==> src/rtl/alu_pkg.sv <==
// Shared opcode map, scheduler FSM encoding and opcode-class helpers for the alu
// and its front-end scheduler alu_sched.
package alu_pkg;

    localparam logic [7:0] OP_DEC      = 8'h01;
    localparam logic [7:0] OP_INC      = 8'h02;
    localparam logic [7:0] OP_NOT      = 8'h03;
    localparam logic [7:0] OP_SETC     = 8'h04;
    localparam logic [7:0] OP_CLRC     = 8'h05;
    localparam logic [7:0] OP_RL       = 8'h06;
    localparam logic [7:0] OP_RR       = 8'h07;
    localparam logic [7:0] OP_RLC      = 8'h08;
    localparam logic [7:0] OP_RRC      = 8'h09;
    localparam logic [7:0] OP_SWAP     = 8'h0A;
    localparam logic [7:0] OP_ADD_L2W  = 8'h88;
    localparam logic [7:0] OP_ADD_M2W  = 8'h8A;
    localparam logic [7:0] OP_SUB_L2W  = 8'h8C;
    localparam logic [7:0] OP_SUB_M2W  = 8'h8E;
    localparam logic [7:0] OP_MUL_L2W  = 8'h90;
    localparam logic [7:0] OP_MUL_M2W  = 8'h92;
    localparam logic [7:0] OP_AND_L2W  = 8'h94;
    localparam logic [7:0] OP_AND_M2W  = 8'h96;
    localparam logic [7:0] OP_OR_L2W   = 8'h98;
    localparam logic [7:0] OP_OR_M2W   = 8'h9A;
    localparam logic [7:0] OP_XOR_L2W  = 8'h9C;
    localparam logic [7:0] OP_XOR_M2W  = 8'h9E;

    typedef enum logic [1:0] {
        ST_IDLE = 2'd0,
        ST_CLR  = 2'd1,
        ST_EXEC = 2'd2,
        ST_RESP = 2'd3
    } sched_state_t;

    function automatic logic is_mul(input logic [7:0] op);
        return (op >= 8'h90) && (op <= 8'h93);
    endfunction

    // Only these opcodes define the architectural carry; everything else preserves it.
    function automatic logic sets_carry(input logic [7:0] op);
        return ((op >= 8'h88) && (op <= 8'h8B)) ||
               (op == OP_INC)  || (op == OP_SETC) || (op == OP_CLRC) ||
               (op == OP_RLC)  || (op == OP_RRC);
    endfunction

endpackage

==> src/rtl/alu_sched_if.sv <==
// Request/response bundle between the two requesters and alu_sched.
// master = requester side, slave = scheduler side.
interface alu_sched_if;

    logic       req0_valid;
    logic       req0_ready;
    logic [7:0] req0_op;
    logic [7:0] req0_a;
    logic [7:0] req0_b;

    logic       req1_valid;
    logic       req1_ready;
    logic [7:0] req1_op;
    logic [7:0] req1_a;
    logic [7:0] req1_b;

    logic       rsp_valid;
    logic       rsp_ready;
    logic       rsp_id;
    logic [7:0] rsp_l;
    logic [7:0] rsp_h;
    logic       rsp_carry;
    logic       rsp_zero;
    logic       rsp_sign;

    modport master (
        output req0_valid, req0_op, req0_a, req0_b,
        input  req0_ready,
        output req1_valid, req1_op, req1_a, req1_b,
        input  req1_ready,
        input  rsp_valid, rsp_id, rsp_l, rsp_h, rsp_carry, rsp_zero, rsp_sign,
        output rsp_ready
    );

    modport slave (
        input  req0_valid, req0_op, req0_a, req0_b,
        output req0_ready,
        input  req1_valid, req1_op, req1_a, req1_b,
        output req1_ready,
        output rsp_valid, rsp_id, rsp_l, rsp_h, rsp_carry, rsp_zero, rsp_sign,
        input  rsp_ready
    );

endinterface

==> src/rtl/rr_arb2.sv <==
// Two-way round-robin arbiter. The pointer remembers the last winner; on a
// contest the other port wins. Reset pointer = 1 so port 0 wins the first contest.
module rr_arb2 (
    input  logic       clk,
    input  logic       rst,
    input  logic       en,
    input  logic [1:0] req,
    output logic [1:0] gnt
);

    logic ptr_q, ptr_d;

    always_comb begin
        gnt   = 2'b00;
        ptr_d = ptr_q;
        if (en) begin
            if (req == 2'b11) begin
                gnt = ptr_q ? 2'b01 : 2'b10;
            end else begin
                gnt = req;
            end
            if (|req) begin
                ptr_d = gnt[1];
            end
        end
    end

    always_ff @(posedge clk) begin
        if (rst) begin
            ptr_q <= 1'b1;
        end else begin
            ptr_q <= ptr_d;
        end
    end

endmodule

==> src/rtl/alu_sched.sv <==
// Round-robin scheduler sharing one combinational alu between two requesters.
// Optional macro ALU_SCHED_PORT_CARRY_EN gives each port its own carry register.
module alu_sched
    import alu_pkg::*;
#(
    parameter int EXEC_CYCLES = 1,
    parameter int MUL_CYCLES  = 2
) (
    input  logic        clk,
    input  logic        rst,
    alu_sched_if.slave  bus,
    output logic        alu_rst,
    output logic        alu_en,
    output logic [7:0]  alu_op,
    output logic [7:0]  alu_a,
    output logic [7:0]  alu_b,
    output logic        alu_cin,
    input  logic [7:0]  alu_res_l,
    input  logic [7:0]  alu_res_h,
    input  logic        alu_carry,
    input  logic        alu_zero,
    input  logic        alu_sign
);

    localparam int CNT_W = 8;

    sched_state_t      state_q, state_d;
    logic [7:0]        op_q, op_d, a_q, a_d, b_q, b_d;
    logic              id_q, id_d;
    logic [CNT_W-1:0]  cnt_q, cnt_d;
    logic              alu_rst_q, alu_rst_d, alu_en_q, alu_en_d;
    logic              rsp_valid_q, rsp_valid_d, rsp_id_q, rsp_id_d;
    logic [7:0]        rsp_l_q, rsp_l_d, rsp_h_q, rsp_h_d;
    logic              rsp_carry_q, rsp_carry_d, rsp_zero_q, rsp_zero_d;
    logic              rsp_sign_q, rsp_sign_d;
    logic [1:0]        gnt;
    logic              grant_en;
    logic              last_exec;

    assign grant_en  = (state_q == ST_IDLE) && !rst;
    assign last_exec = (state_q == ST_EXEC) && (cnt_q <= CNT_W'(1));

    rr_arb2 u_arb (
        .clk (clk),
        .rst (rst),
        .en  (grant_en),
        .req ({bus.req1_valid, bus.req0_valid}),
        .gnt (gnt)
    );

    assign bus.req0_ready = gnt[0];
    assign bus.req1_ready = gnt[1];

`ifdef ALU_SCHED_PORT_CARRY_EN
    logic [1:0] carry_q, carry_d;

    assign alu_cin = carry_q[id_q];

    always_comb begin
        carry_d = carry_q;
        if (last_exec && sets_carry(op_q)) begin
            carry_d[id_q] = alu_carry;
        end
    end
`else
    logic carry_q, carry_d;

    assign alu_cin = carry_q;

    always_comb begin
        carry_d = carry_q;
        if (last_exec && sets_carry(op_q)) begin
            carry_d = alu_carry;
        end
    end
`endif

    always_comb begin
        state_d     = state_q;
        op_d        = op_q;
        a_d         = a_q;
        b_d         = b_q;
        id_d        = id_q;
        cnt_d       = cnt_q;
        rsp_id_d    = rsp_id_q;
        rsp_l_d     = rsp_l_q;
        rsp_h_d     = rsp_h_q;
        rsp_carry_d = rsp_carry_q;
        rsp_zero_d  = rsp_zero_q;
        rsp_sign_d  = rsp_sign_q;
        case (state_q)
            ST_IDLE: begin
                if (|gnt) begin
                    id_d    = gnt[1];
                    op_d    = gnt[1] ? bus.req1_op : bus.req0_op;
                    a_d     = gnt[1] ? bus.req1_a  : bus.req0_a;
                    b_d     = gnt[1] ? bus.req1_b  : bus.req0_b;
                    state_d = ST_CLR;
                end
            end
            ST_CLR: begin
                cnt_d   = is_mul(op_q) ? CNT_W'(MUL_CYCLES) : CNT_W'(EXEC_CYCLES);
                state_d = ST_EXEC;
            end
            ST_EXEC: begin
                cnt_d = cnt_q - CNT_W'(1);
                if (last_exec) begin
                    rsp_id_d    = id_q;
                    rsp_l_d     = alu_res_l;
                    rsp_h_d     = alu_res_h;
                    rsp_carry_d = alu_carry;
                    rsp_zero_d  = alu_zero;
                    rsp_sign_d  = alu_sign;
                    state_d     = ST_RESP;
                end
            end
            ST_RESP: begin
                if (bus.rsp_ready) begin
                    state_d = ST_IDLE;
                end
            end
            default: state_d = ST_IDLE;
        endcase
        // Outputs are registered from the next state so they line up with state_q.
        alu_rst_d   = (state_d != ST_EXEC);
        alu_en_d    = (state_d == ST_EXEC);
        rsp_valid_d = (state_d == ST_RESP);
    end

    always_ff @(posedge clk) begin
        if (rst) begin
            state_q     <= ST_IDLE;
            op_q        <= '0;
            a_q         <= '0;
            b_q         <= '0;
            id_q        <= 1'b0;
            cnt_q       <= '0;
            alu_rst_q   <= 1'b1;
            alu_en_q    <= 1'b0;
            rsp_valid_q <= 1'b0;
            rsp_id_q    <= 1'b0;
            rsp_l_q     <= '0;
            rsp_h_q     <= '0;
            rsp_carry_q <= 1'b0;
            rsp_zero_q  <= 1'b0;
            rsp_sign_q  <= 1'b0;
            carry_q     <= '0;
        end else begin
            state_q     <= state_d;
            op_q        <= op_d;
            a_q         <= a_d;
            b_q         <= b_d;
            id_q        <= id_d;
            cnt_q       <= cnt_d;
            alu_rst_q   <= alu_rst_d;
            alu_en_q    <= alu_en_d;
            rsp_valid_q <= rsp_valid_d;
            rsp_id_q    <= rsp_id_d;
            rsp_l_q     <= rsp_l_d;
            rsp_h_q     <= rsp_h_d;
            rsp_carry_q <= rsp_carry_d;
            rsp_zero_q  <= rsp_zero_d;
            rsp_sign_q  <= rsp_sign_d;
            carry_q     <= carry_d;
        end
    end

    assign alu_rst       = alu_rst_q;
    assign alu_en        = alu_en_q;
    assign alu_op        = op_q;
    assign alu_a         = a_q;
    assign alu_b         = b_q;
    assign bus.rsp_valid = rsp_valid_q;
    assign bus.rsp_id    = rsp_id_q;
    assign bus.rsp_l     = rsp_l_q;
    assign bus.rsp_h     = rsp_h_q;
    assign bus.rsp_carry = rsp_carry_q;
    assign bus.rsp_zero  = rsp_zero_q;
    assign bus.rsp_sign  = rsp_sign_q;

endmodule
==> src/flat_wrapper.sv <==
// flat-port wrapper written by rule: the top's interface ports become plain ports
module alu_sched_flat import alu_pkg::*;
#(
    parameter int EXEC_CYCLES = 1,
    parameter int MUL_CYCLES  = 2
)
  (clk, rst, alu_rst, alu_en, alu_op, alu_a, alu_b, alu_cin, alu_res_l, alu_res_h, alu_carry, alu_zero, alu_sign, bus_req0_valid, bus_req0_op, bus_req0_a, bus_req0_b, bus_req0_ready, bus_req1_valid, bus_req1_op, bus_req1_a, bus_req1_b, bus_req1_ready, bus_rsp_valid, bus_rsp_id, bus_rsp_l, bus_rsp_h, bus_rsp_carry, bus_rsp_zero, bus_rsp_sign, bus_rsp_ready);
  alu_sched_if bus_i ();
  input  logic clk;
  input  logic rst;
  output logic alu_rst;
  output logic alu_en;
  output logic [7:0] alu_op;
  output logic [7:0] alu_a;
  output logic [7:0] alu_b;
  output logic alu_cin;
  input  logic [7:0] alu_res_l;
  input  logic [7:0] alu_res_h;
  input  logic alu_carry;
  input  logic alu_zero;
  input  logic alu_sign;
  input wire logic [$bits(bus_i.req0_valid)-1:0] bus_req0_valid;
  input wire logic [$bits(bus_i.req0_op)-1:0] bus_req0_op;
  input wire logic [$bits(bus_i.req0_a)-1:0] bus_req0_a;
  input wire logic [$bits(bus_i.req0_b)-1:0] bus_req0_b;
  output wire logic [$bits(bus_i.req0_ready)-1:0] bus_req0_ready;
  input wire logic [$bits(bus_i.req1_valid)-1:0] bus_req1_valid;
  input wire logic [$bits(bus_i.req1_op)-1:0] bus_req1_op;
  input wire logic [$bits(bus_i.req1_a)-1:0] bus_req1_a;
  input wire logic [$bits(bus_i.req1_b)-1:0] bus_req1_b;
  output wire logic [$bits(bus_i.req1_ready)-1:0] bus_req1_ready;
  output wire logic [$bits(bus_i.rsp_valid)-1:0] bus_rsp_valid;
  output wire logic [$bits(bus_i.rsp_id)-1:0] bus_rsp_id;
  output wire logic [$bits(bus_i.rsp_l)-1:0] bus_rsp_l;
  output wire logic [$bits(bus_i.rsp_h)-1:0] bus_rsp_h;
  output wire logic [$bits(bus_i.rsp_carry)-1:0] bus_rsp_carry;
  output wire logic [$bits(bus_i.rsp_zero)-1:0] bus_rsp_zero;
  output wire logic [$bits(bus_i.rsp_sign)-1:0] bus_rsp_sign;
  input wire logic [$bits(bus_i.rsp_ready)-1:0] bus_rsp_ready;
  assign bus_i.req0_valid = bus_req0_valid;
  assign bus_i.req0_op = bus_req0_op;
  assign bus_i.req0_a = bus_req0_a;
  assign bus_i.req0_b = bus_req0_b;
  assign bus_req0_ready = bus_i.req0_ready;
  assign bus_i.req1_valid = bus_req1_valid;
  assign bus_i.req1_op = bus_req1_op;
  assign bus_i.req1_a = bus_req1_a;
  assign bus_i.req1_b = bus_req1_b;
  assign bus_req1_ready = bus_i.req1_ready;
  assign bus_rsp_valid = bus_i.rsp_valid;
  assign bus_rsp_id = bus_i.rsp_id;
  assign bus_rsp_l = bus_i.rsp_l;
  assign bus_rsp_h = bus_i.rsp_h;
  assign bus_rsp_carry = bus_i.rsp_carry;
  assign bus_rsp_zero = bus_i.rsp_zero;
  assign bus_rsp_sign = bus_i.rsp_sign;
  assign bus_i.rsp_ready = bus_rsp_ready;
  alu_sched #(.EXEC_CYCLES(EXEC_CYCLES), .MUL_CYCLES(MUL_CYCLES)) u_core (.clk(clk), .rst(rst), .bus(bus_i), .alu_rst(alu_rst), .alu_en(alu_en), .alu_op(alu_op), .alu_a(alu_a), .alu_b(alu_b), .alu_cin(alu_cin), .alu_res_l(alu_res_l), .alu_res_h(alu_res_h), .alu_carry(alu_carry), .alu_zero(alu_zero), .alu_sign(alu_sign));
endmodule
==> config.mk <==
export PLATFORM = sky130hd
export DESIGN_NAME = alu_sched_flat
export DESIGN_NICKNAME = d
export VERILOG_FILES = /design/src/rtl/alu_pkg.sv /design/src/rtl/alu_sched_if.sv /design/src/rtl/rr_arb2.sv /design/src/rtl/alu_sched.sv /design/src/flat_wrapper.sv
export SDC_FILE = /design/constraint.sdc
export NUM_CORES = 1
export LEC_CHECK = 0
export ABC_AREA = 1
export CAP_MARGIN = 20
export CORE_ASPECT_RATIO = 0.9
export CORE_MARGIN = 5
export CORE_UTILIZATION = 35
export DETAILED_ROUTE_END_ITERATION = 8
export DONT_BUFFER_PORTS = 1
export MAX_ROUTING_LAYER = met4
export SYNTH_ARGS = -nofsm -noshare
export SYNTH_HDL_FRONTEND = slang
export SYNTH_SLANG_ARGS = --single-unit
==> constraint.sdc <==
create_clock -name clk -period 1.5 [get_ports clk]
set_input_delay 0.15 -clock clk [delete_from_list [all_inputs] [get_ports clk]]
set_output_delay 0.15 -clock clk [all_outputs]
set_load 0.02 [all_outputs]
==> flow_summary_export.csv, run 1 <==
group,metric,value,unit
sta,slew_violations,0,
synthesis,ys.flop_type,"dfxtp_1",
placement,gp_congestion,0.7785,
sta,fin_skew,0.009357,ns
grt,top_usage_layer,"met2",
grt,grt_pass1_vias,2466,
sta,post-route-period-util,100.4,%
synthesis,synth_warnings,0,
placement,hpwl,4841,µm
power_and_ir_drop,leakage,1.599,nW
setup_path,cp_max_fo,5,
route,drc_errors,0,
synthesis,synthCells,377,
sta,tightest_slew,0.3412,ns
setup_path,reg2reg_depth,11,
synthesis,netlist_area,2741,µm²
synthesis,yosysTopAreaCell,"dfxtp_1",
synthesis,yosysMostFrequentCell,"nand2_1",
synthesis,yosys-top-cells-count,"nand2_1, dfxtp_1, nor2_1",
sta,max-slew-margin-rel,77.26,%
sta,fin_ws,-0.006644,ns
layout,final_nets,498,
run_status,status,"finished with violations",
floorplanning,start_util,36.16,%
sta,period_needed,1.507,ns
setup_path,arrival,1.36,ns
sta,setup_violations,1,
route,ant_nets,0,
grt,grt_pass1_wl,11050,µm
hold_path,hold_depth,4,
clock_network,cts_tree,"done",
layout,syn_to_final_growth,29.53,%
synthesis,avgSynthCellArea,7.272,µm²
sta,hold_viol,0,
floorplanning,core.rowCount,30,
grt,grtUsageMet3,5.791,%
floorplanning,core,7582,µm²
route,wl_per_cell,13.36,µm
layout,drive_gt1_share,20.57,%
synthesis,yosysTopAreaCellShare,43.82,%
floorplanning,io_pins,122,
grt,grtUsageTotal,15.02,%
route,vias,2488,
synthesis,synth-seq-cells,60,
placement,placedCellCount,477,
floorplanning,dieArea,9705,µm²
clock_network,ctsLongestPathBuffers,2,
route,wl,6935,µm
synthesis,syn-num-nets,456,
grt,use_met1,16.59,%
floorplanning,chipHeight,93.96,µm
setup_path,required,1.35,ns
grt,grt_max_degree,36,
clock_network,ctsRootBufferMaster,"clkbuf_8",
route,drt-pass1-iter-count,6,
grt,overflow,0,
clock_network,cts.sinks,60,
sta,fmax,0.6637,GHz
synthesis,ys_seq_area_share,43.82,%
layout,fin_area,3551,µm²
route,drtIter0Drc,43,
job,max_cap_violations,0,
route,vias_per_cell,4.794,
grt,antenna_found_initial,0,
sta,grt_setup_unrepaired,"yes",
floorplanning,fp.dieW,103.3,µm
layout,antenna_cells,0,
placement,io_buffer_count,0,
clock_network,ctsHtreeMaxLevel,3,
setup_path,critPathCaptureType,"output port",
grt,use_met2,23.88,%
placement,place_area,2934,µm²
synthesis,synth_enable_flop_cells,0,
clock_network,numCtsBuffers,9,
setup_path,worstSetupStartpointType,"register",
hold_path,min_path_type,"input port to register",
run_status,violations,"negative setup slack",
power_and_ir_drop,ir_worst_vdd,467.8,µV
synthesis,async_reset_ff_share,0,%
clock_network,clkTransAtPathRegs,0.06,ns
clock_network,clock_latency,0.34,ns
power_and_ir_drop,power.density,1144,nW/µm²
setup_path,crit_type,"register to output port",
synthesis,synth.area.top_cells,"dfxtp_1, nand2_1, nor2_1",
layout,final_cells,519,
synthesis,yosys.cell_types.count,24,
## what timing repair did
action,in CTS,in global routing
resized for setup,10,46
endpoints found under the hold margin,23,0
buffers inserted,3,0
cloned,1,3
setup endpoints to repair,2,45
pin swaps,3,6
hold buffers,20,0
## worst paths after layout
path                                start                       endpoint  slack (ns)
max          u_core.state_q[1]$_SDFF_PP0_                 bus_req1_ready      -0.007
min reg2reg  u_core.cnt_q[4]$_SDFFE_PP0P_   u_core.cnt_q[4]$_SDFFE_PP0P_        0.45
min                        bus_req1_op[1]  u_core.alu_op[1]$_SDFFE_PP0P_        0.06
max reg2reg  u_core.state_q[1]$_SDFF_PP0_    u_core.alu_cin$_SDFFE_PP0P_        0.01
## cells by family after synthesis
family	synth area share [%]
buffers and inverters	11.78
AND/OR/NAND/NOR	26.15
AO/OA/AOI/OAI	14.74
adder cells (fa/ha/maj)	3.195
XOR/XNOR	0.3195
flip-flops	43.82
## area by class of cell
type	count	area (µm²)
fillers	758	4031
multi-input cells	245	1304
flip-flops and latches	60	1207
repair buffers	47	498.0
inverters	54	220.2
clock buffers	10	137.6
well taps	96	120.1
clock inverters	5	52.55
repair inverters	2	11.26
## report_power, final
part / switching [W] / total [W] / internal (W)
registers: 0.000188 / 0.00191 / 0.00172
logic: 0.000431 / 0.000754 / 0.000323
clock network: 0.000606 / 0.00140 / 0.000793
total: 0.00122 / 0.00406 / 0.00284
## worst max-delay path, stage by stage, from the launching register on
cell and delay (ns):
dfxtp_4 0.36, inv_2 0.08, ha_4 0.14, nand2_4 0.06, inv_4 0.06, nand3_4 0.13, inv_8 0.09, buf_6 0.11
## flip-flops by register name (all words and copies together) (netlist names), 2 cells and up
signal,count
u_core.bus.rsp_l,8
u_core.bus.rsp_h,8
u_core.cnt_q,8
u_core.alu_op,8
u_core.alu_b,8
u_core.alu_a,8
u_core.state_q,2
## per-stage QoR
stage	TNS (ns)	total power (W)	hold WS [ns]	util, %	worst slack (ns)
floorplan	0	0.002405	0.2191	-	0.02288
global placement	0	0.002562	0.2213	38.70	0.04207
detailed placement	0	0.002574	0.2226	38.70	0.02042
CTS	0	0.004068	0.04417	44.57	0.006383
global route	-1.200	0.004317	0.05929	46.83	-0.08345
finish	-0.006644	0.004063	0.06127	46.83	-0.006644
## cell usage in the layout, fill, tap and decap left out, types with 2 or more instances in the layout
cell type / instances
nand2_1: 73
dfxtp_1: 57
nor2_1: 48
inv_1: 38
nand3_1: 27
o211ai_1: 25
dlygate4sd3_1: 20
o21ai_1: 18
buf_4: 17
inv_2: 12
clkbuf_8: 10
a21oi_1: 9
nor2_2: 9
o21ai_0: 7
nand4_1: 6
ha_1: 4
clkinv_2: 4
buf_6: 4
inv_4: 3
a21oi_2: 3
buf_12: 3
nor2_4: 2
nand2_2: 2
o21ai_2: 2
ha_4: 2
clkbuf_16: 2
dfxtp_2: 2
## layer usage
metal  vias to the layer above  share of wire, %  routed length [µm]
met5                         -                 0                   0
met4                         0               2.5                 170
met3                        13               9.7                 670
met2                        98                46                3202
met1                      1083                42                2892
li1                       1294                 -                   -
(Power assumes the default switching activity.)
==> run 2: changes to the inputs <==
--- a/config.mk
+++ b/config.mk
@@ -8,7 +8,6 @@
 export ABC_AREA = 1
 export CAP_MARGIN = 20
 export CORE_ASPECT_RATIO = 0.9
-export CORE_MARGIN = 5
 export CORE_UTILIZATION = 35
 export DETAILED_ROUTE_END_ITERATION = 8
 export DONT_BUFFER_PORTS = 1
==> flow_summary_export.csv, run 2 (synthesis results as in run 1) <==
group,metric,value,unit
run_status,status,"complete, no violations",
sta,tightest_slew,0.3579,ns
sta,fin_setup_tns,0,ns
floorplanning,dieArea,8191,µm²
power_and_ir_drop,leakage,1.615,nW
floorplanning,chipHeight,85.96,µm
setup_path,crit_buf_inv,4,
setup_path,required,1.35,ns
setup_path,cp_cell_sequence,"inv_4 > ha_4 > nand2_4 > inv_4 > nand3_4 > inv_8 > buf_6",
setup_path,crit_type,"register to output port",
placement,hpwl,4503,µm
floorplanning,core.rowCount,30,
placement,io_buffer_count,0,
clock_network,cts.sinks,60,
route,ant_nets,0,
power_and_ir_drop,power.density,1250,nW/µm²
setup_path,crit_slowest_cell,"dfxtp_4",
layout,syn_to_final_growth,30.08,%
sta,period_needed,1.479,ns
floorplanning,io_pins,122,
grt,grt_max_degree,50,
clock_network,clock_latency,0.34,ns
placement,gp_congestion,0.8255,
route,vias_per_cell,4.824,
power_and_ir_drop,total_power,0.004459,W
setup_path,crit_family,"flip-flops",
setup_path,cp_max_fo,5,
route,drtIter0Drc,86,
route,wl_per_cell,12.87,µm
clock_network,cts_tree,"done",
sta,max-slew-margin-rel,75.89,%
grt,antenna_found_initial,0,
sta,post-route-period-util,98.63,%
sta,fmax,0.6759,GHz
grt,grt_pass1_wl,10490,µm
sta,fin_skew,0.004794,ns
floorplanning,core,7545,µm²
sta,slew_violations,0,
clock_network,ctsLongestPathBuffers,2,
clock_network,numCtsBuffers,9,
power_and_ir_drop,ir_worst_vdd,432.6,µV
route,drc_errors,0,
job,max_cap_violations,0,
setup_path,worstSetupStartpointType,"register",
clock_network,ctsRootBufferMaster,"clkbuf_8",
grt,overflow,0,
setup_path,cpMostUsedCell,"inv_4",
setup_path,critPathCaptureType,"output port",
layout,layout_commonest_cell,"nand2_1",
sta,hold_viol,0,
grt,grtUsageTotal,17.16,%
setup_path,arrival,1.33,ns
layout,drive_gt1_share,19.25,%
floorplanning,start_util,36.33,%
route,wl,6718,µm
sta,setup_violations,0,
layout,layout_common_cells,"nand2_1, dfxtp_1, nor2_1",
clock_network,clkTransAtPathRegs,0.07,ns
hold_path,min_path_type,"input port to register",
floorplanning,fp.dieW,95.29,µm
clock_network,ctsHtreeMaxLevel,3,
sta,grt_setup_unrepaired,"yes",
route,drt-pass1-iter-count,4,
layout,antenna_cells,0,
route,vias,2518,
setup_path,max_stage_delay,0.36,ns
grt,grt_pass1_vias,2433,
layout,final_nets,500,
run 2: cell types whose count changed in the layout (fill, tap and decap cells not counted), sizes merged:
cell	delta
clkinv	-4
inv	+1
clkinvlp	-1
buf	+5
bufinv	+2
run 2: metal layers:
| layer | part of all wire (%) | global-route usage (%) | wire length (µm) |
|---|---|---|---|
| met2 | 48 | 29.68 | 3193 |
| met1 | 42 | 17.13 | 2814 |
| met3 | 8.9 | 7.181 | 596 |
| met5 | 0 | - | 0 |
| met4 | 1.7 | 6.198 | 114 |
run 2: path summary, 6_finish.rpt:
check	startpoint	end	slack, ns	cells after the start
worst min-delay path	bus_req1_b[2]	u_core.alu_b[2]$_SDFFE_PP0P_	0.05	4
worst min register to register	u_core.cnt_q[4]$_SDFFE_PP0P_	u_core.cnt_q[4]$_SDFFE_PP0P_	0.47	1
worst max register to register	u_core.state_q[0]$_SDFF_PP0_	u_core.bus.rsp_carry$_SDFFE_PP0P_	0.04	11
worst max-delay path	u_core.state_q[1]$_SDFF_PP0_	bus_req1_ready	0.02	7
run 2: through the flow:
| step | instances | hold slack, ns | setup WS (ns) | utilization, % | area [µm²] |
|---|---|---|---|---|---|
| finish | 522 | 0.05163 | 0.02051 | 47.26 | 3566 |
| floorplan | 377 | 0.2191 | 0.02288 | - | 2741 |
| detailed placement | 477 | 0.2245 | -0.01707 | 38.72 | 2922 |
| CTS | 518 | 0.03601 | 0.003063 | 45.51 | 3433 |
| global route | 522 | 0.05190 | -0.06339 | 47.26 | 3566 |
| global placement | 477 | 0.2217 | 0.02299 | 38.72 | 2922 |
run 2: worst register-to-register path, cell delays in order, from the launching register on:
cell and delay [ns]:
dfxtp_2 0.33, inv_4 0.08, ha_4 0.14, inv_2 0.04, nor2_2 0.06, nand2_1 0.05
nor2_1 0.15, nand2_2 0.11, inv_4 0.10, buf_6 0.11, o21ai_0 0.08, a21oi_1 0.14
run 2: layout make-up:
class | instances | area [µm²]
fill | 761 | 3979
timing repair inverter | 1 | 8.758
multi-input combinational | 245 | 1294
clock buffer | 12 | 155.1
timing repair buffer | 50 | 465.4
inverter | 54 | 220.2
clock inverter | 4 | 95.09
sequential | 60 | 1207
tap | 96 | 120.1
run 2: repair_timing:
action / in CTS / in global routing
pin swaps: 2 / 5
cloned: 1 / 0
buffers inserted: 4 / 4
hold buffers: 20 / 0
endpoints found under the setup margin: 12 / 51
endpoints found under the hold margin: 23 / 0
gates resized for setup: 9 / 35
run 2: where the power goes:
group | leakage [nW] | switching [W] | internal, W
logic | 0.997 | 0.000430 | 0.000313
clock network | 0.127 | 0.000617 | 0.00119
registers | 0.492 | 0.000185 | 0.00172
total | 1.62 | 0.00123 | 0.00323
==> run 3: changes to the inputs <==
--- a/config.mk
+++ b/config.mk
@@ -6,12 +6,14 @@
 export NUM_CORES = 1
 export LEC_CHECK = 0
 export ABC_AREA = 1
+export ABC_CLOCK_PERIOD_IN_PS = 1500
 export CAP_MARGIN = 20
 export CORE_ASPECT_RATIO = 0.9
 export CORE_UTILIZATION = 35
 export DETAILED_ROUTE_END_ITERATION = 8
 export DONT_BUFFER_PORTS = 1
 export MAX_ROUTING_LAYER = met4
+export REMOVE_ABC_BUFFERS = 1
 export SYNTH_ARGS = -nofsm -noshare
 export SYNTH_HDL_FRONTEND = slang
 export SYNTH_SLANG_ARGS = --single-unit
==> flow_summary_export.csv, run 3 (synthesis results as in run 1) <==
group,metric,value,unit
run_status,status,"finished with violations",
run_status,violations,"negative hold slack, negative setup slack",
sta,max-slew-margin-rel,70.90,%
setup_path,max_stage_delay,0.36,ns
setup_path,critPathCaptureType,"register",
layout,final_core_util,47.76,%
placement,gp_congestion,0.8232,
setup_path,cp_cell_sequence,"inv_4 > buf_4 > buf_4 > ha_1 > o21ai_0 > nand2_1 > nand2_1 > nor2_4 > nand2_1 > inv_1",
layout,final_nets,501,
grt,grt_pass1_vias,2466,
layout,multiInputGateArea,1346,µm²
layout,layout_common_cells,"nand2_1, dfxtp_1, nor2_1",
route,vias_per_cell,4.918,
floorplanning,core.rowCount,30,
sta,fin_skew,0.005610,ns
floorplanning,dieArea,8191,µm²
hold_path,min_path_type,"input port to register",
layout,final_cells,523,
layout,seq_area,1207,µm²
layout,drive_gt1_share,22.01,%
clock_network,clkTransAtPathRegs,0.06,ns
setup_path,required,1.73,ns
layout,fin_area,3603,µm²
sta,fin_ws,-0.01617,ns
placement,io_buffer_count,0,
sta,fin_setup_tns,-0.02898,ns
route,wl,7209,µm
route,drc_errors,0,
placement,place_area,2942,µm²
setup_path,worstSetupStartpointType,"register",
sta,whs,-0.005896,ns
layout,syn_to_final_growth,31.45,%
power_and_ir_drop,power.density,1119,nW/µm²
setup_path,crit_buf_inv,4,
power_and_ir_drop,ir_worst_vdd,385.0,µV
setup_path,cp_max_fo,4,
route,vias,2572,
grt,grt_max_degree,50,
grt,overflow,0,
route,drt-pass1-iter-count,4,
placement,hpwl,4544,µm
clock_network,clock_latency,0.33,ns
layout,layout_commonest_cell,"nand2_1",
clock_network,ctsLongestPathBuffers,2,
clock_network,numCtsBuffers,9,
clock_network,cts_tree,"done",
sta,period_needed,1.516,ns
sta,fmax,0.6596,GHz
setup_path,arrival,1.75,ns
setup_path,crit_family,"flip-flops",
grt,grtUsageTotal,18.15,%
setup_path,crit_slowest_cell,"dfxtp_2",
clock_network,ctsRootBufferMaster,"clkbuf_8",
setup_path,cpMostUsedCell,"nand2_1",
floorplanning,io_pins,122,
sta,post-route-period-util,101.1,%
floorplanning,fp.dieW,95.29,µm
floorplanning,start_util,36.33,%
clock_network,ctsHtreeMaxLevel,3,
sta,tightest_slew,0.4364,ns
grt,antenna_found_initial,0,
layout,antenna_cells,0,
power_and_ir_drop,leakage,1.624,nW
sta,setup_violations,3,
sta,grt_setup_unrepaired,"yes",
sta,hold_viol,1,
floorplanning,chipHeight,85.96,µm
sta,slew_violations,0,
route,drtIter0Drc,78,
job,max_cap_violations,0,
layout,n_fill_cell,745,
route,ant_nets,0,
clock_network,cts.sinks,60,
floorplanning,core,7545,µm²
placement,placedCellCount,478,
grt,grt_pass1_wl,11010,µm
route,wl_per_cell,13.78,µm
setup_path,crit_type,"register to register",
## run 3: layout make-up
| type | instances | share of cell area (%) |
|---|---|---|
| timing repair inverter | 2 | 0.5208 |
| clock inverter | 1 | 0.1389 |
| timing repair buffer | 50 | 14.06 |
| tap | 96 | 3.333 |
| inverter | 54 | 6.181 |
| sequential | 60 | 33.51 |
| multi-input combinational | 245 | 37.36 |
| clock buffer | 15 | 4.896 |
## run 3: power breakdown
part,internal [W],switching (W),total (W)
Clock,0.000735,0.000597,0.00133
Sequential,0.00172,0.000190,0.00191
Combinational,0.000334,0.000453,0.000787
Total,0.00279,0.00124,0.00403
## run 3: per-layer routing
metal | wire (µm) | track usage, % | part of all wire [%]
met5 | 0 | - | 0
met4 | 103 | 7.989 | 1.4
met1 | 3101 | 19.83 | 43
met3 | 516 | 4.699 | 7.2
met2 | 3487 | 30.78 | 48
## run 3: what timing repair did
item,4_1_cts,5_1_grt
setup buffers,4,2
endpoints found under the setup margin,25,51
endpoints found under the hold margin,21,0
resized for setup,12,58
hold buffers,19,0
cloned,2,2
pin swaps,3,13
## run 3: through the flow
step / setup slack, ns / total power, W
after floorplan: -0.3379 / 0.002369
after global placement: 0.02294 / 0.002562
after detailed placement: -0.05421 / 0.002581
after CTS: -0.01612 / 0.004008
after global routing: -0.07422 / 0.004290
final: -0.01617 / 0.004032
## run 3: final timing paths
check | startpoint | slack (ns) | cells after the start | end
max | u_core.state_q[0]$_SDFF_PP0_ | -0.02 | 10 | u_core.bus.rsp_valid$_SDFF_PP0_
min | alu_res_l[3] | -0.006 | 2 | u_core.bus.rsp_l[3]$_SDFFE_PP0P_
max reg2reg | u_core.state_q[0]$_SDFF_PP0_ | -0.02 | 10 | u_core.bus.rsp_valid$_SDFF_PP0_
min reg2reg | u_core.cnt_q[4]$_SDFFE_PP0P_ | 0.45 | 1 | u_core.cnt_q[4]$_SDFFE_PP0P_
==> RTL change 1: new RTL, flow settings as in run 3 <==
`CNT_W`: 8 -> 6.
--- a/src/rtl/alu_sched.sv
+++ b/src/rtl/alu_sched.sv
@@ -23,5 +23,5 @@
 );
 
-    localparam int CNT_W = 8;
+    localparam int CNT_W = 6;
 
     sched_state_t      state_q, state_d;
Formal check against the unedited RTL: no difference found for any inputs over 10 cycles, from zero or initial values and one cycle with rst high; that may be too few to reach the edited logic, so the function may still have changed.
==> RTL change 1 against run 3 <==
Cell count is 5.2% lower. Worst setup slack better by 0.087 ns. Via count is 7.5% lower. Synthesized area is 3.2% lower. Design area is 7.3% lower. Sequential cell count is 2 lower. Routed wire length is 7.6% lower. First-iteration DRC count is 5.1% lower. Largest cell class unchanged.
Power is not compared: it rests on default switching activity, and its combinational part moved more than twofold at a synthesized area within 25%.
==> RTL change 1: results (changes against run 3) <==
** Critical path
- The longest individual stage delay on the worst path was 0.34 ns (-0.02 ns).
- Critical Path AT :: 1.28 ns (-0.47 ns)

** Placed design
- Setup WS pre-CTS :: -0.04831 ns (+0.005898 ns)
- The half-perimeter wire length after detailed placement came to 4.645 mm (+2.2%).
- The final weighted congestion in routability-driven placement was 0.8304 (+0.87%).
- The total placed cells including tap cells is 459 (-4.0%).

** Routing
- The starting DRC count in detailed routing is 74 (-5.1%).
- The total routed wirelength came to 6.664 mm (-7.6%).

** Logic synthesis
- The post-synthesis share of cell area spent on xor and xnor gates was 0.3302% (+0.011 points).
- After synthesis, the cell types taking the most area are dfxtp_1 (44%), nand2_1 (10%), nor2_1 (7.9%).
- The post-synthesis adder-cell area fraction came to 3.302% (+0.11 points).
- Complex-gate fraction of the synthesized area :: 13.68% (-1.1 points)
- The proportion of synthesized chip area in sequential cells was 43.77% (about the same).
- In the synthesized netlist the dominant register cell turns out to be dfxtp_1.

** Global route
- Global routing usage on met3 :: 6.612% (+1.9 points)
- Met1 Track Usage GR :: 18.96% (-0.87 points)
- Wire length of the first global-routing pass :: 10.54 mm (-4.2%)
- The total track usage came to 17.88% (-0.28 points).
- Met2 track demand over resource :: 29.93% (-0.85 points)
- Pin count of the biggest net entering global routing :: 29 (-42%)

** Layout
- The number of cells in the finished layout apart from fillers is 496 (-5.2%).
- Share of cells above drive strength 1 :: 18.36% (-3.7 points)
- Layout Nets :: 479 (-4.4%)

** STA
- The transition time at the pin with the least slew margin was 0.3274 ns (-0.1091 ns).

** Status
- The flow ran to the end, and the final reports show no timing, DRC or antenna violations.
RTL change 1: layout make-up:
class | count | area [sq um]
multi-input combinational | 236 | 1224
clock buffer | 12 | 165.2
fill | 715 | 3842
tap | 93 | 116.4
inverter | 52 | 207.7
timing repair buffer | 43 | 451.7
clock inverter | 2 | 12.51
sequential | 58 | 1165
RTL change 1: worst paths after layout:
| kind | start | endpoint | slack, ns | cells after the start |
|---|---|---|---|---|
| worst min-delay path | bus_req0_op[1] | u_core.alu_op[1] | 0.07 | 4 |
| worst min register to register | u_core.cnt_q[2] | u_core.cnt_q[2] | 0.47 | 2 |
| worst max register to register | u_core.state_q[1] | u_core.alu_op[7] | 0.10 | 10 |
| worst max-delay path | u_core.state_q[1] | bus_req1_ready | 0.07 | 6 |
RTL change 1: cells by family (layout without fill, tap and decap cells):
family,after synthesis,in the layout
and+or+nand+nor,168,168
adders and majority gates,7,7
DFF,58,58
buffers and inverters,70,109
xor gates and xnor gates,1,1
AOI/OAI and AO/OA,60,60
RTL change 1: metrics by stage:
step / cell area, sq um / util [%] / TNS [ns]
final: 3342 / 46.52 / 0
after floorplan: 2539 / - / -9.557
after CTS: 3277 / 45.61 / 0
after global routing: 3342 / 46.52 / -0.05375
after global placement: 2855 / 39.74 / 0
after detailed placement: 2855 / 39.74 / -0.1974
RTL change 1: what timing repair did:
action / CTS / global route
hold buffers: 18 / 2
hold endpoints to repair: 20 / 2
setup buffers: 2 / 0
setup endpoints to repair: 10 / 47
resized for setup: 6 / 18
pin swaps: 3 / 4
gates cloned: 1 / 0
RTL change 1: worst min-delay path: stages:
cell      delay, ns
nand2_1        0.04
nand3_1        0.06
o211ai_1       0.07
inv_1          0.05
RTL change 1: per-layer routing:
metal,share of wire [%],up-vias
li1,-,1232
met1,41,1046
met2,48,87
met3,8.5,13
met4,2.0,0
met5,0,-
RTL change 1: power breakdown:
part | internal, W | switching (W) | total [W]
Sequential | 0.00203 | 0.000739 | 0.00277
Clock | 0.000713 | 0.000591 | 0.00130
Combinational | 0.00108 | 0.00144 | 0.00252
==> RTL change 2: new RTL, flow settings as in run 3 <==
Without the edit above. The 4 states of `sched_state_t` get a one-hot encoding in 4 bits.
--- a/src/rtl/alu_pkg.sv
+++ b/src/rtl/alu_pkg.sv
@@ -26,9 +26,9 @@
     localparam logic [7:0] OP_XOR_M2W  = 8'h9E;
 
-    typedef enum logic [1:0] {
-        ST_IDLE = 2'd0,
-        ST_CLR  = 2'd1,
-        ST_EXEC = 2'd2,
-        ST_RESP = 2'd3
+    typedef enum logic [3:0] {
+        ST_IDLE = 4'b0001,
+        ST_CLR  = 4'b0010,
+        ST_EXEC = 4'b0100,
+        ST_RESP = 4'b1000
     } sched_state_t;
 
Check against the original RTL: same outputs for any inputs over 10 cycles, from zero or initial values and one cycle with rst high; not proved beyond that.
==> RTL change 2 against run 3 <==
Routed wire length is 4.1% higher. Count of clock-buffer cells in the layout is 2 lower. Synthesized cell count is 7.7% higher. Largest power group unchanged. Register-to-register slack better by 0.07 ns. Critical path type is now flop to output port. Total power is 11% higher. Core utilization is 0.19 points higher. Critical endpoint is now bus_req1_ready. Design area is 7.9% higher. First-iteration DRC count is 68% higher. Synthesized area is 8.0% higher. Sequential cell count is 2 higher. Worst setup slack better by 0.020 ns. Fmax is 1.4% higher. Sequential share of layout area is 1.3 points lower.
==> RTL change 2: results (changes against run 3) <==
** Clocking
- The cell sitting at the root of the clock tree is a clkbuf_8.
- The number of buffers created by CTS came to 9 (unchanged).
- Maximum clock insertion buffer count :: 2 (unchanged)
- Clock latency on the worst-skew pair, taken at its later pin, is 0.34 ns.
- Clock-pin slew of the registers on the worst-case setup and hold paths :: 0.07 ns
- The maximum level of the CTS H-tree is 3 (unchanged).

** Logic synthesis
- Counting instances in the post-synthesis netlist gives the leading cell types as nand2_1 (97), nor2_1 (64), dfxtp_1 (62), inv_1 (46), nand3_1 (41).
- The count of different cell masters after synthesis was 34 (+42%).
- Sorting the synthesized cells by area gives the leading types as dfxtp_1 (42%), nand2_1 (12%), nor2_1 (8.1%).
- Sequential cell area fraction in the yosys report :: 41.93% (-1.9 points)
- Count of yosys warnings during synthesis :: 0 (unchanged)
- Share of flip-flops with an asynchronous set or reset :: 0% (unchanged)

** Layout
- The share of layout cells above drive strength 1 was 21.29% (-0.72 points).
- Count of filler cells inserted in the layout :: 806 (+8.2%)
- The total number of nets in the final design was 534 (+6.6%).
- The number of antenna cells inserted came to 0 (unchanged).

** Placed design
- Detailed placement HPWL :: 4.862 mm (+7.0%)
- The final weighted congestion in routability-driven placement is 0.8147 (-1.0%).
- The number of buffer cells added on primary ports was 0 (unchanged).

** STA
- The clock skew is 0.009588 ns (+0.003978 ns).
- Slew at the pin with the worst max-slew slack :: 0.6406 ns (+0.2042 ns)

** Routing
- The detailed-router iteration count before antenna repair came to 4 (unchanged).
- Wire length per cell after detailed routing :: 13.31 um (-3.4%)
- The starting DRC count in detailed routing is 131 (+68%).
- Via density per instance :: 4.894 (-0.49%)

** Global route
- The pin count of the biggest net entering global routing came to 53 (+6.0%).
- Wire length of the first global-routing pass :: 12.03 mm (+9.3%)
- Via count of the first global-routing pass :: 2644 (+7.2%)
- The total track usage was 18.18% (+0.025 points).
- The initial antenna violation count came to 0 (unchanged).

** Critical path
- The largest individual stage delay along the critical path comes from the cell dfxtp_2.
- The data arrival time at the worst-slack endpoint is 1.35 ns (-0.40 ns).
- Worst path top cell family by delay :: simple AND/OR/NAND/NOR gates
- Setup slack of the worst register-to-register path :: 0.05 ns (+0.07 ns)
- Highest fanout seen on the critical path :: 6 (+2)
- Worst stage delay on the critical path :: 0.33 ns (-0.03 ns)

** Pwr
- The leakage dissipation was 1.869 nW (+15%).
- Peak supply drop :: 0.6037 mV (+57%)

** Status
- Outcome :: completed

** Hold path
- The min-delay analysis places its worst path in the category primary input to flop.
-- RTL change 2: cell types whose count changed after synthesis, moves of 10 or more --
cell,before,now
nand2_1,75,97
o211ai_1,25,6
nand3_1,28,41
inv_2,13,2
nand3_2,0,10
o21ai_1,10,0
-- RTL change 2: what timing repair did --
| item | in CTS | in global routing |
|---|---|---|
| endpoints found under the hold margin | 33 | 0 |
| pin swaps | 7 | 9 |
| hold buffers | 25 | 0 |
| setup endpoints to repair | 23 | 51 |
| gates resized for setup | 20 | 25 |
| gates cloned | 2 | 0 |
| setup buffers | 9 | 8 |
-- RTL change 2: through the flow --
stage | setup slack [ns] | instances | hold WS, ns | area [sq um]
6_report | 0.004138 | 564 | 0.01317 | 3887
5_1_grt | -0.08494 | 564 | 0.003071 | 3887
4_1_cts | -0.05083 | 556 | 0.0005557 | 3751
3_5_place_dp | -0.07312 | 504 | 0.2267 | 3050
3_3_place_gp | 0.004660 | 504 | 0.2247 | 3050
2_1_floorplan | -0.5376 | 388 | 0.2191 | 2771
-- RTL change 2: path summary, 6_finish.rpt --
kind                      from             endpoint  cells after the start
max          u_core.state_q[2]       bus_req1_ready                      5
min              bus_req0_b[4]      u_core.alu_b[4]                      4
max reg2reg    u_core.cnt_q[0]  u_core.bus.rsp_l[5]                     10
min reg2reg    u_core.cnt_q[2]      u_core.cnt_q[2]                      2
-- RTL change 2: metal layers --
layer  vias to the layer above  GRT usage [%]  part of all wire, %
met5                         -              -                    0
met4                         0          7.463                  1.8
met3                        12          5.629                  5.1
met2                        70          29.62                   47
met1                      1289          21.01                   46
li1                       1389              -                    -
-- RTL change 2: cell families after synthesis --
logic type / synth area share, %
flip-flops: 41.93
AND/OR/NAND/NOR: 35.88
adder cells (fa/ha/maj): 0.8452
AO/OA/AOI/OAI: 8.496
buffers and inverters: 12.85
-- RTL change 2: worst reg2reg max path: stages (launching register included) --
cell and delay, ns:
dfxtp_4 0.38, inv_4 0.04, ha_4 0.15, nor2_2 0.09, nor2_1 0.05, nand2_2 0.12, nor2_8 0.06, buf_6 0.13
buf_12 0.12, o21ai_0 0.14, nor2_1 0.06
-- RTL change 2: cell type report --
cell class              count  area share (%)
clock buffers              13           4.088
clock inverters             3           2.317
inverters                  50           5.214
multi-input cells         276           36.76
flip-flops and latches     62           32.19
well taps                  99           3.186
repair buffers             61           16.25
-- RTL change 2: power breakdown --
part | total [W] | internal [W] | switching, W
clock network | 0.00184 | 0.00120 | 0.000647
logic | 0.000755 | 0.000328 | 0.000427
registers | 0.00188 | 0.00174 | 0.000139
total | 0.00448 | 0.00326 | 0.00121
